File: config.mk
export PLATFORM = sky130hd
export DESIGN_NAME = change_dispenser
export DESIGN_NICKNAME = d
export VERILOG_FILES = /design/src/rtl/change_dispenser.sv
export SDC_FILE = /design/constraint.sdc
export NUM_CORES = 1
export LEC_CHECK = 0
export ABC_AREA = 1
export CAP_MARGIN = 20
export CORE_MARGIN = 2
export CORE_UTILIZATION = 45
export DETAILED_ROUTE_END_ITERATION = 10
export MAX_ROUTING_LAYER = met4
export PLACE_DENSITY = 0.69
export SLEW_MARGIN = 30
export SYNTH_ARGS = -nofsm -noshare
export SYNTH_HDL_FRONTEND = slang
export SYNTH_SLANG_ARGS = --single-unit
export TNS_END_PERCENT = 100
File: constraint.sdc
create_clock -name clk -period 1.9 [get_ports clk]
set_input_delay 0.38 -clock clk [delete_from_list [all_inputs] [get_ports clk]]
set_output_delay 0.38 -clock clk [all_outputs]
set_load 0.1 [all_outputs]
File: src/rtl/change_dispenser.sv
`timescale 1ns/1ps
// change_dispenser: pays out change or refunds from the vending controller as
// a greedy sequence of single-coin requests to the hopper. Each coin is a
// one-hot coin_out request held until hopper_ack. Running total, completion
// and fault pulses are reported back.
module change_dispenser #(
  parameter int DENO_5      = 5,   // value of coin_out[0]
  parameter int DENO_10     = 10,  // value of coin_out[1]
  parameter int DENO_20     = 20,  // value of coin_out[2]
  parameter int ACK_TIMEOUT = 16   // max cycles a request waits for ack (>= 2)
) (
  input  logic       clk,
  input  logic       reset_n,
  input  logic       done,
  input  logic       end_trans,
  input  logic [7:0] sum_money,
  input  logic [7:0] price,
  input  logic       hopper_ack,
  output logic [2:0] coin_out,
  output logic       busy,
  output logic [7:0] change_total,
  output logic       change_done,
  output logic       error
);

  localparam int              CNT_W    = $clog2(ACK_TIMEOUT);
  localparam logic [CNT_W-1:0] CNT_LAST = CNT_W'(ACK_TIMEOUT - 1);

  localparam logic [7:0] VAL_5  = 8'(DENO_5);
  localparam logic [7:0] VAL_10 = 8'(DENO_10);
  localparam logic [7:0] VAL_20 = 8'(DENO_20);

  localparam logic [2:0] COIN_NONE = 3'b000;
  localparam logic [2:0] COIN_5    = 3'b001;
  localparam logic [2:0] COIN_10   = 3'b010;
  localparam logic [2:0] COIN_20   = 3'b100;

  typedef enum logic [2:0] {
    IDLE   = 3'd0,  // waiting for done / end_trans
    SELECT = 3'd1,  // choose the largest coin that still fits
    ISSUE  = 3'd2,  // hold the coin request until the hopper acks
    FIN    = 3'd3,  // completion pulse (plus error on a residue)
    FAULT  = 3'd4   // underpay or hopper timeout
  } state_e;

  state_e           state_q, state_d;
  logic [2:0]       coin_q, coin_d;
  logic [7:0]       remaining_q, remaining_d;
  logic [7:0]       total_q, total_d;
  logic [CNT_W-1:0] cnt_q, cnt_d;
  logic [7:0]       coin_value;

  // Value of the coin currently being requested.
  always_comb begin
    coin_value = 8'd0;
    unique case (coin_q)
      COIN_5:  coin_value = VAL_5;
      COIN_10: coin_value = VAL_10;
      COIN_20: coin_value = VAL_20;
      default: coin_value = 8'd0;
    endcase
  end

  // Next-state logic for the payout FSM and its datapath registers.
  always_comb begin
    // NOTE: every variable gets its hold value first so no path through the
    // case statement leaves one unassigned, which would infer a latch.
    state_d     = state_q;
    coin_d      = coin_q;
    remaining_d = remaining_q;
    total_d     = total_q;
    cnt_d       = cnt_q;

    unique case (state_q)
      IDLE: begin
        coin_d = COIN_NONE;
        if (done) begin
          // done wins over end_trans; total clears even on the fault path.
          total_d = 8'd0;
          if (price > sum_money) begin
            state_d = FAULT;
          end else begin
            remaining_d = sum_money - price;
            state_d     = SELECT;
          end
        end else if (end_trans) begin
          total_d     = 8'd0;
          remaining_d = sum_money;
          state_d     = SELECT;
        end
      end

      SELECT: begin
        cnt_d   = '0;
        state_d = ISSUE;
        if (remaining_q >= VAL_20) begin
          coin_d = COIN_20;
        end else if (remaining_q >= VAL_10) begin
          coin_d = COIN_10;
        end else if (remaining_q >= VAL_5) begin
          coin_d = COIN_5;
        end else begin
          coin_d  = COIN_NONE;
          state_d = FIN;
        end
      end

      ISSUE: begin
        if (hopper_ack) begin
          // Dropping the request here guarantees an idle cycle (SELECT)
          // between consecutive coins.
          remaining_d = remaining_q - coin_value;
          total_d     = total_q + coin_value;
          coin_d      = COIN_NONE;
          state_d     = SELECT;
        end else if (cnt_q == CNT_LAST) begin
          coin_d  = COIN_NONE;
          state_d = FAULT;
        end else begin
          cnt_d = cnt_q + 1'b1;
        end
      end

      FIN: begin
        remaining_d = 8'd0;
        state_d     = IDLE;
      end

      FAULT: begin
        coin_d      = COIN_NONE;
        remaining_d = 8'd0;
        state_d     = IDLE;
      end

      default: begin
        coin_d  = COIN_NONE;
        state_d = IDLE;
      end
    endcase
  end

  // State and datapath registers; async reset also drops coin_out at once.
  always_ff @(posedge clk or negedge reset_n) begin
    if (!reset_n) begin
      state_q     <= IDLE;
      coin_q      <= COIN_NONE;
      remaining_q <= 8'd0;
      total_q     <= 8'd0;
      cnt_q       <= '0;
    end else begin
      // NOTE: non-blocking assignments so every register samples the values
      // from before this edge, independent of statement order.
      state_q     <= state_d;
      coin_q      <= coin_d;
      remaining_q <= remaining_d;
      total_q     <= total_d;
      cnt_q       <= cnt_d;
    end
  end

  // Moore outputs decoded from the registered state.
  assign coin_out     = coin_q;
  assign change_total = total_q;
  assign busy         = (state_q == SELECT) || (state_q == ISSUE);
  assign change_done  = (state_q == FIN);
  assign error        = (state_q == FAULT) ||
                        ((state_q == FIN) && (remaining_q != 8'd0));

endmodule
==> results by group <==
Run status
  • Status: complete, but fails checks
  • Failing checks: negative setup slack

Critical path
  • CP arrival: 2.28 ns
  • CP dominant cell by count: nand2_1
  • WP buf/inv: 2
  • WP data required: 2.13 ns
  • CP Launch Type: flop
  • CP max-delay cell: dfrtp_4
  • CP Class: flop to flop
  • Slowest stage delay, CP: 0.51 ns
  • Crit path max-delay family: simple AND/OR/NAND/NOR gates
  • Nature of the critical path endpoint: flop
  • Critical path peak fanout: 3
  • Crit-path cells: inv_4 -> nand2_4 -> nor2_4 -> ha_4 -> inv_2 -> fa_2 -> nand3_2 -> nand2_2 -> nand2_1 -> nand2_1 -> nand2_1 -> nand3_2 -> nand2_1 -> nand2_2 -> nand2_2

Clock network
  • Cts hold-fix bufs: 0
  • # clock sinks: 26
  • CTS Buf Count: 3
  • Clk Latency, worst-skew pair: 0.29 ns
  • CTS clk-pin slew, worst paths: 0.11 ns
  • H-tree Lvls: 1
  • CTS tree: done
  • Max Buffers Root-to-Sink: 2
  • Root buffer cell: clkbuf_8

Placement
  • DP HPWL: ~5000 um
  • # placed instances: 490
  • Buffers on Ports: 34
  • Routability Congestion: 0.868
  • Post-Place Worst Slack: -0.545 ns
  • Cell Area, Placed: 3310 sq um

Synth
  • Synth top cells by count: nand2_1 (98), inv_1 (46), nor2_1 (35)
  • Mean Syn Cell Area: between 6 and 7 sq um
  • #FFs+latches synth: 26
  • Synth Area in Simple Gates: 39.1%
  • Synth Flop Type: dfrtp_1
  • Synth area leader: dfrtp_1
  • Most frequent cell after synthesis: nand2_1
  • Post-synth EDFFs: 0
  • Post-synthesis xor/xnor area fraction: 1.83%
  • Main area contributors after synthesis: dfrtp_1 (27%), nand2_1 (15%), ha_1 (10%)
  • Area share of fa/ha/maj cells after synthesis: between 10% and 20%
  • Mux contribution to synthesized area: 0%
  • Post-Syn Area: 2390 sq um
  • Register area share after synthesis: 27.2%
  • Ys Warns: 0
  • Main combinational cell family by area after synthesis: simple AND/OR/NAND/NOR gates
  • Share of the synthesized area in the top cell type: between 20% and 30%
  • Post-synthesis compound-gate area fraction: under 10%
  • Unique masters post-synth: 35
  • Syn Inst Count: between 300 and 400
  • Ys async rst share: 100%
  • Mapped Nets: ~400

Floorplan
  • Die H: 77.0 um
  • Rows: 26
  • # IOs: 35
  • Initial Utilization: 46.9%
  • Die area: 5920 sq um
  • Die X: 77.0 um
  • Core box area: just over 5000 sq um

Drt
  • Antenna viol nets, final: 0
  • Via count: between 2,000 and 3,000
  • DRT iter0 DRCs: 149
  • Final WL: 7370 um
  • DR WL/cell: 14.3 um
  • Drc violations: 0
  • Number of vias per cell: ~5.2
  • Pre-Repair DR Iteration Count: 4

Global route
  • GR Util All Layers: between 20% and 30%
  • Largest net degree at the start of global routing: 27
  • First-pass GRT wire length: 11,700 um
  • Initial antenna violation count: 0
  • Total grt overflow: 0
  • Vias in the first global route: 2,620

Power and ir drop
  • PwrDens: ~1400 nW/um^2
  • Lkg Pwr: between 1.5 and 2 nW
  • Max rail drop VDD: 1.09 mV

Layout
  • Multi-input logic area: 1860 sq um
  • Fill cells: 373
  • Diodes inserted: 0
  • Layout cells sized above 1: 39.2%
  • Total Nets Final: 491
  • Post-route cell area: 3800 sq um
  • Register cell area after layout: between 600 and 700 sq um
  • Post-Layout Cell Count: 516
  • Area Growth Syn to Fin: 58.6%

STA
  • WHS: around 0.45 ns
  • Tcrit/Tclk final: 108%
  • Clock skew: between 0.01 and 0.015 ns
  • Tightest Pin Transition: 0.354 ns
  • Setup violations, final: 8
  • Highest clock rate: between 0.4 and 0.5 GHz
  • Final Hold Viols: 0
  • Max_slew headroom: 76.4%
  • Setup slack after layout: -0.151 ns
  • Minimum clock period: 2.05 ns
  • RSZ-0062 raised after global routing: true
  • Count of pins over their slew limit: 0

Job
  • Max_cap viols: 0

Worst hold path
  • Hold Crit Class: input port to asynchronous set/reset pin
[registers in the layout, indices dropped and copies added (netlist names)]
signal / count
state_q: 3
change_total: 8
remaining_q: 8
cnt_q: 4
coin_out: 3
[metal layers]
| metal | wire length (um) | up-vias | track usage [%] |
|---|---|---|---|
| met5 | 0 | - | - |
| met2 | 3780 | 77 | 44.1 |
| met4 | 178 | 0 | 8.91 |
| met3 | 327 | 17 | 3.41 |
| li1 | - | 1325 | - |
| met1 | 3080 | 1262 | 29.1 |
[metrics by stage]
step	TNS [ns]	util [%]	total power, mW
after floorplan	-1.37	-	3.10
after global placement	-4.31	64.7	4.09
after detailed placement	-5.02	64.7	4.16
after CTS	-0.546	71.2	5.06
after global routing	-1.70	74.4	5.81
final	-0.600	74.4	5.44
[cell usage in the layout (no fill, tap or decap), drive strengths merged, types with 2 or more instances in the layout]
cell type	instances
nand2	111
buf	70
inv	53
nor2	40
nand3	34
dfrtp	26
ha	20
a21oi	19
clkdlybuf4s50	18
o21ai	18
nand4	5
nor3	4
nand3b	4
xnor2	3
fa	3
clkbuf	3
or2	3
xor2	2
dlygate4sd2	2
[area by class of cell]
class,instances,share of cell area (%)
Multi-Input combinational cell,273,49.0
Timing Repair Buffer,90,23.7
Sequential cell,26,17.7
Inverter,53,5.43
Tap cell,70,2.31
Clock buffer,3,1.09
Clock inverter,1,0.791
[what timing repair did]
action | CTS | global route
endpoints found under the setup margin | 12 | 15
endpoints found under the hold margin | 0 | 0
gates resized for setup | 39 | 19
setup buffers | 12 | 9
pin swaps | 17 | 8
gates cloned | 1 | 0
[worst paths after layout]
check / startpoint / to / slack (ns) / cells after the start
max: coin_out[1] / remaining_q[6] / -0.15 / 15
min: reset_n / change_total[7] / 0.45 / 2
max reg2reg: coin_out[1] / remaining_q[6] / -0.15 / 15
min reg2reg: cnt_q[0] / cnt_q[0] / 0.52 / 1
max in group asynchronous: reset_n / coin_out[2] / 1.15 / 2
min in group clk: cnt_q[0] / cnt_q[0] / 0.52 / 1
[where the power goes]
| part | internal (mW) | total, mW | switching, mW |
|---|---|---|---|
| clock | 0.283 | 0.489 | 0.206 |
| combinational | 1.63 | 3.99 | 2.35 |
| sequential | 0.733 | 0.961 | 0.227 |
| total | 2.65 | 5.44 | 2.79 |
[cells by family after synthesis]
kind of cell	Yosys count
adders and majority gates	23
and+or+nand+nor	202
xor gates and xnor gates	5
buffers and inverters	56
DFF	26
AOI/OAI and AO/OA	42
No activity file was read; power rests on OpenSTA's default activity.
